--- src/rtl/frame_move_ctrl.sv ---
// Frame-paced mover: queues one-hot key directions in a small FIFO and,
// on each frame pulse, pops one and steps the object with wrap-around.
// Ports: vga_clk, sys_rst_n (sync, active-low), frame, key_flag[3:0]
//   in; pos_x/pos_y[9:0], dir[1:0], upd, cmd_cnt[2:0], ovf out.
module frame_move_ctrl #(
  parameter int H_ACTIVE   = 640,
  parameter int V_ACTIVE   = 480,
  parameter int STEP       = 10,
  parameter int X_INIT     = 320,
  parameter int Y_INIT     = 240,
  parameter int FIFO_DEPTH = 4
) (
  input  logic       vga_clk,
  input  logic       sys_rst_n,
  input  logic       frame,
  input  logic [3:0] key_flag,
  output logic [9:0] pos_x,
  output logic [9:0] pos_y,
  output logic [1:0] dir,
  output logic       upd,
  output logic [2:0] cmd_cnt,
  output logic       ovf
);

  localparam int AW = (FIFO_DEPTH > 1) ? $clog2(FIFO_DEPTH) : 1;
  localparam logic [2:0] FULL = 3'(FIFO_DEPTH);
  localparam logic [9:0] HA   = 10'(H_ACTIVE);
  localparam logic [9:0] VA   = 10'(V_ACTIVE);
  localparam logic [9:0] ST   = 10'(STEP);
  localparam logic [9:0] XI   = 10'(X_INIT);
  localparam logic [9:0] YI   = 10'(Y_INIT);

  localparam logic [1:0] D_UP = 2'd0;
  localparam logic [1:0] D_DN = 2'd1;
  localparam logic [1:0] D_LT = 2'd2;
  localparam logic [1:0] D_RT = 2'd3;

  typedef enum logic [1:0] {
    IDLE = 2'd0,
    LOAD = 2'd1,
    MOVE = 2'd2
  } state_t;

  state_t state_q, state_d;

  logic [1:0]    mem_q [FIFO_DEPTH];
  logic [AW-1:0] wr_ptr_q, wr_ptr_d;
  logic [AW-1:0] rd_ptr_q, rd_ptr_d;
  logic [2:0]    cnt_q, cnt_d;
  logic          ovf_q, ovf_d;
  logic [1:0]    dir_q, dir_d;
  logic [1:0]    dnext_q, dnext_d;
  logic [9:0]    x_q, x_d;
  logic [9:0]    y_q, y_d;
  logic          upd_q, upd_d;

  logic       key_one;
  logic [1:0] key_enc;
  logic       pop;
  logic       push;
  logic       drop;

  always_comb begin
    key_one = $onehot(key_flag);
    key_enc = D_UP;
    if (key_one) begin
      unique case (1'b1)
        key_flag[0]: key_enc = D_UP;
        key_flag[1]: key_enc = D_DN;
        key_flag[2]: key_enc = D_LT;
        key_flag[3]: key_enc = D_RT;
        default:     key_enc = D_UP;
      endcase
    end
  end

  // A pop in the same cycle frees a slot for a push into a full FIFO.
  // An empty FIFO cannot pop, so a coincident key waits a frame.
  always_comb begin
    pop  = (state_q == IDLE) && frame && (cnt_q != 3'd0);
    push = key_one && ((cnt_q != FULL) || pop);
    drop = key_one && (cnt_q == FULL) && !pop;
  end

  always_comb begin
    wr_ptr_d = wr_ptr_q;
    rd_ptr_d = rd_ptr_q;
    cnt_d    = cnt_q;
    ovf_d    = ovf_q | drop;
    if (push) wr_ptr_d = wr_ptr_q + 1'b1;
    if (pop)  rd_ptr_d = rd_ptr_q + 1'b1;
    unique case ({push, pop})
      2'b10:   cnt_d = cnt_q + 3'd1;
      2'b01:   cnt_d = cnt_q - 3'd1;
      default: cnt_d = cnt_q;
    endcase
  end

  always_comb begin
    state_d = state_q;
    dnext_d = dnext_q;
    dir_d   = dir_q;
    x_d     = x_q;
    y_d     = y_q;
    upd_d   = 1'b0;
    unique case (state_q)
      IDLE: begin
        if (frame) begin
          dnext_d = pop ? mem_q[rd_ptr_q] : dir_q;
          state_d = LOAD;
        end
      end
      LOAD: begin
        dir_d   = dnext_q;
        state_d = MOVE;
      end
      MOVE: begin
        upd_d   = 1'b1;
        state_d = IDLE;
        unique case (dir_q)
          D_UP: y_d = (y_q < ST) ? y_q + VA - ST : y_q - ST;
          D_DN: y_d = (y_q + ST >= VA) ? y_q + ST - VA : y_q + ST;
          D_LT: x_d = (x_q < ST) ? x_q + HA - ST : x_q - ST;
          D_RT: x_d = (x_q + ST >= HA) ? x_q + ST - HA : x_q + ST;
          default: ;
        endcase
      end
      default: state_d = IDLE;
    endcase
  end

  always_ff @(posedge vga_clk) begin
    if (!sys_rst_n) begin
      state_q  <= IDLE;
      wr_ptr_q <= '0;
      rd_ptr_q <= '0;
      cnt_q    <= 3'd0;
      ovf_q    <= 1'b0;
      dir_q    <= D_RT;
      dnext_q  <= D_RT;
      x_q      <= XI;
      y_q      <= YI;
      upd_q    <= 1'b0;
    end else begin
      state_q  <= state_d;
      wr_ptr_q <= wr_ptr_d;
      rd_ptr_q <= rd_ptr_d;
      cnt_q    <= cnt_d;
      ovf_q    <= ovf_d;
      dir_q    <= dir_d;
      dnext_q  <= dnext_d;
      x_q      <= x_d;
      y_q      <= y_d;
      upd_q    <= upd_d;
    end
  end

  // Storage needs no reset; occupancy gates every read.
  always_ff @(posedge vga_clk) begin
    if (sys_rst_n && push) mem_q[wr_ptr_q] <= key_enc;
  end

  assign pos_x   = x_q;
  assign pos_y   = y_q;
  assign dir     = dir_q;
  assign upd     = upd_q;
  assign cmd_cnt = cnt_q;
  assign ovf     = ovf_q;

endmodule

--- config.mk ---
export PLATFORM = sky130hd
export DESIGN_NAME = frame_move_ctrl
export DESIGN_NICKNAME = d
export VERILOG_FILES = /design/src/rtl/frame_move_ctrl.sv
export SDC_FILE = /design/constraint.sdc
export NUM_CORES = 1
export LEC_CHECK = 0
export ABC_AREA = 1
export BUFFER_PORTS_ARGS = -buffer_cell sky130_fd_sc_hd__buf_2
export CAP_MARGIN = 30
export CORE_MARGIN = 2
export CORE_UTILIZATION = 55
export CTS_BUF_LIST = sky130_fd_sc_hd__clkbuf_16
export DETAILED_ROUTE_END_ITERATION = 7
export PLACE_DENSITY_LB_ADDON = 0.1
export SLEW_MARGIN = 20
export SYNTH_ARGS = -nofsm -noshare
export SYNTH_HDL_FRONTEND = slang
export SYNTH_SLANG_ARGS = --single-unit
export TNS_END_PERCENT = 50
--- constraint.sdc ---
create_clock -name vga_clk -period 4.6 [get_ports vga_clk]
set_clock_uncertainty 0.15 [all_clocks]
set_input_delay 0.23 -clock vga_clk [delete_from_list [all_inputs] [get_ports vga_clk]]
set_output_delay 0.23 -clock vga_clk [all_outputs]
set_load 0.01 [all_outputs]
==> summary.md <==
| Metric | Value |
|---|---|
| Setup Viol. Count Final | 0 |
| Period utilization | 52.5% |
| Number of CTS-inserted buffers | 5 |
| DP HPWL | 4330 µm |
| PortBufs | 31 |
| Post-synth ARST share | 0% |
| Synthesized-area fraction occupied by adder cells | 6.95% |
| DRT iter0 DRCs | 173 |
| Global-route wire length before repair | 10100 µm |
| Starting density of the core | 57.5% |
| DRT Pass-1 Iters | 5 |
| CP peak stage delay | 0.52 ns |
| Placement Rows | 25 |
| Core Area | 4750 µm² |
| H-tree Lvls | 2 |
| Die Y | 74.5 µm |
| Family with the most delay on the worst path | adder cells |
| Peak supply drop | 0.259 mV |
| WL/cell | 12.3 µm |
| Avg Inst Size Synth | 7.09 µm² |
| Clk Latency, worst-skew pair | 0.28 ns |
| Crit. Startpoint | key_flag[0] |
| # fillers | 444 |
| CTS Sinks | 43 |
| Sequential-to-total area share from yosys stat | 34.4% |
| Largest family of logic cells by synthesized area | simple AND/OR/NAND/NOR gates |
| Cts hold-fix bufs | 0 |
| Worst reg2reg startpoint | pos_y[1]$_SDFFE_PN0P_ |
| Hold Crit Class | input pin to register |
| Slowest CP cell | fa_1 |
| Synth-to-layout area growth | 13.2% |
| Post-Synthesis Cells | 386 |
| DRC Markers | 0 |
| Layout cells sized above 1 | 16.5% |
| Final Max Tran Viols | 0 |
| GP Congestion | 0.901 |
| Drt via density | 5.16 |
| Netlist cell types | 35 |
| Number of synthesized flops with an enable pin | 8 |
| Area fraction in compound gates after synthesis | 17.3% |
| Kind of critical path | input pin to register |
| Final Power | 1.04 mW |
| Longest Clk Path Bufs | 2 |
| Reg area | 941 µm² |
| Power per cell area | 337 nW/µm² |
| ANT nets after route | 0 |
| IO Pins | 34 |
| Root buffer cell | clkbuf_16 |
| Die Span X | 74.5 µm |
| CP Cell Sequence | buf_2, inv_1, fa_1, inv_1, ha_1, ha_1, nor3_1, inv_1, nand2_1, fa_1, or2_1, a21oi_1, nor2_1 |
| Post-synthesis xor/xnor area fraction | 1.92% |
| Status | complete, no violations |
| Fmax | 0.414 GHz |
| Yosys warns | 0 |
| Largest net degree at the start of global routing | 25 |
| Antenna violations before repair | 0 |
| Mapped Area | 2740 µm² |
| Cell mode on critical path | inv_1 |
| Vias in the first global route | 2328 |
| Die area | 5550 µm² |
| Simple-Gate Fraction of Synth Area | 28.6% |
| Setup TNS | 0 ns |
| CP endpoint kind | register |
| Cell leakage power | 1.44 nW |
| Crit-path max FO | 5 |
| Total grt overflow | 0 |
| Total Routing Usage GR | 23.4% |
| Post-synthesis mux area share | 0% |
| Multi-input logic area | 1510 µm² |
| N_diodes | 0 |
| RSZ-0062 raised after global routing | no |
| Final WL | 5970 µm |
| Number of post-CTS setup repair buffers | 0 |
| Hold path startpoint | frame |
| Buffers plus inverters on the worst setup path | 4 |
| Hold Vio Cnt, Final | 0 |
| Post-route minimum period | 2.41 ns |
| CTS tree | built |
| Post_cts resized | 0 |
| Synth Flop Type | dfxtp_1 |
| Arr. time, crit path | 2.44 ns |
| #FFs+latches synth | 43 |
| Clock Pin Slew Worst Setup and Hold Paths | 0.06 ns |
| Max cap viols | 0 |
| Worst Setup Start Kind | input pin |
| Crit path required time | 4.63 ns |
| Final #Nets | 439 |
| DR vias | 2509 |
placed cells by master (no fill, tap or decap), drive strengths merged, types with 5 or more instances in the layout:
cell,count
nor2,39
a21oi,35
nand2,89
nor3,5
inv,65
o211ai,5
clkbuf,5
ha,12
dfxtp,35
buf,31
edfxtp,8
nand3,26
xor2,6
o21ai,36
worst paths after layout:
kind / to / slack [ns] / cells past startpoint
min reg2reg: ovf$_SDFF_PN0_ / 0.31 / 1
min: state_q[0]$_SDFFE_PN0P_ / 0.18 / 5
max reg2reg: pos_y[7]$_SDFFE_PN1P_ / 2.49 / 15
max: cmd_cnt[2]$_SDFFE_PN0P_ / 2.19 / 13
layer usage:
layer	vias to the layer above	routed length [µm]	share of wire [%]	global-route usage [%]
met5	-	0	0	0
met4	0	75	1.3	7.74
met3	11	252	4.2	4.34
met2	61	2820	47	40.7
met1	1117	2820	47	29.2
li1	1320	-	-	-
flip-flops by register name (all words and copies together), names as in the netlist, 2 cells and up, named ones only:
signal and flops:
dir 2, cmd_cnt 3, pos_y 9, pos_x 9, rd_ptr_q 2, state_q 2, mem_q 8, wr_ptr_q 2
dnext_q 2
cell type report:
| cell class | count | share of cell area, % |
|---|---|---|
| multi-input cells | 273 | 48.6 |
| flip-flops and latches | 43 | 30.4 |
| inverters | 64 | 7.76 |
| repair buffers | 31 | 5.01 |
| clock buffers | 5 | 4.04 |
| well taps | 67 | 2.71 |
| clock inverters | 3 | 1.49 |
tightest hold or removal path: cells and delay by family:
family                 cells  cell delay, ns
buffers and inverters      2            0.18
and+or+nand+nor            3            0.15
cell families (layout without fill, tap and decap cells):
| logic type | after synthesis | after routing |
|---|---|---|
| buffers and inverters | 71 | 103 |
| AO/OA/AOI/OAI | 86 | 86 |
| adder cells (fa/ha/maj) | 14 | 14 |
| AND/OR/NAND/NOR | 165 | 165 |
| other | 1 | 2 |
| flip-flops | 43 | 43 |
| XOR/XNOR | 6 | 6 |
cells in the mapped netlist, types with 2 or more instances:
cell      instances  share of area (%)
a21oi_1          35                6.4
a31oi_1           3               0.69
buf_4             3               0.82
buf_6             2               0.82
clkbuf_1          2               0.27
dfxtp_1          35                 26
edfxtp_1          8                8.8
fa_1              2                1.5
ha_1             12                5.5
inv_1            57                7.8
inv_2             7               0.96
nand2_1          78                 11
nand2_2           7                1.6
nand2_4           4                1.6
nand3_1          25                4.6
nand4_1           4               0.91
nor2_1           30                4.1
nor2_2            5                1.1
nor2_4            3                1.2
nor3_1            4               0.73
o211ai_1          5                1.4
o21ai_0          32                5.9
o21ai_1           4               0.73
o311ai_0          2               0.64
o32ai_1           2               0.64
xor2_1            6                1.9
metrics by stage:
stage	instances	area, µm²	hold WS (ns)	worst slack, ns	utilization [%]
finish	486	3100	0.180	2.19	65.1
floorplan	387	2740	0.235	2.07	-
detailed placement	478	2930	0.303	1.87	61.5
global route	486	3100	0.238	2.00	65.1
CTS	486	3100	0.180	2.20	65.1
global placement	478	2930	0.291	1.92	61.5
where the power goes:
part	internal [mW]	total, mW	switching [mW]
sequential	0.417	0.444	0.0278
clock	0.258	0.409	0.151
combinational	0.0639	0.190	0.126
total	0.738	1.04	0.305
No activity file was read; power rests on OpenSTA's default activity.
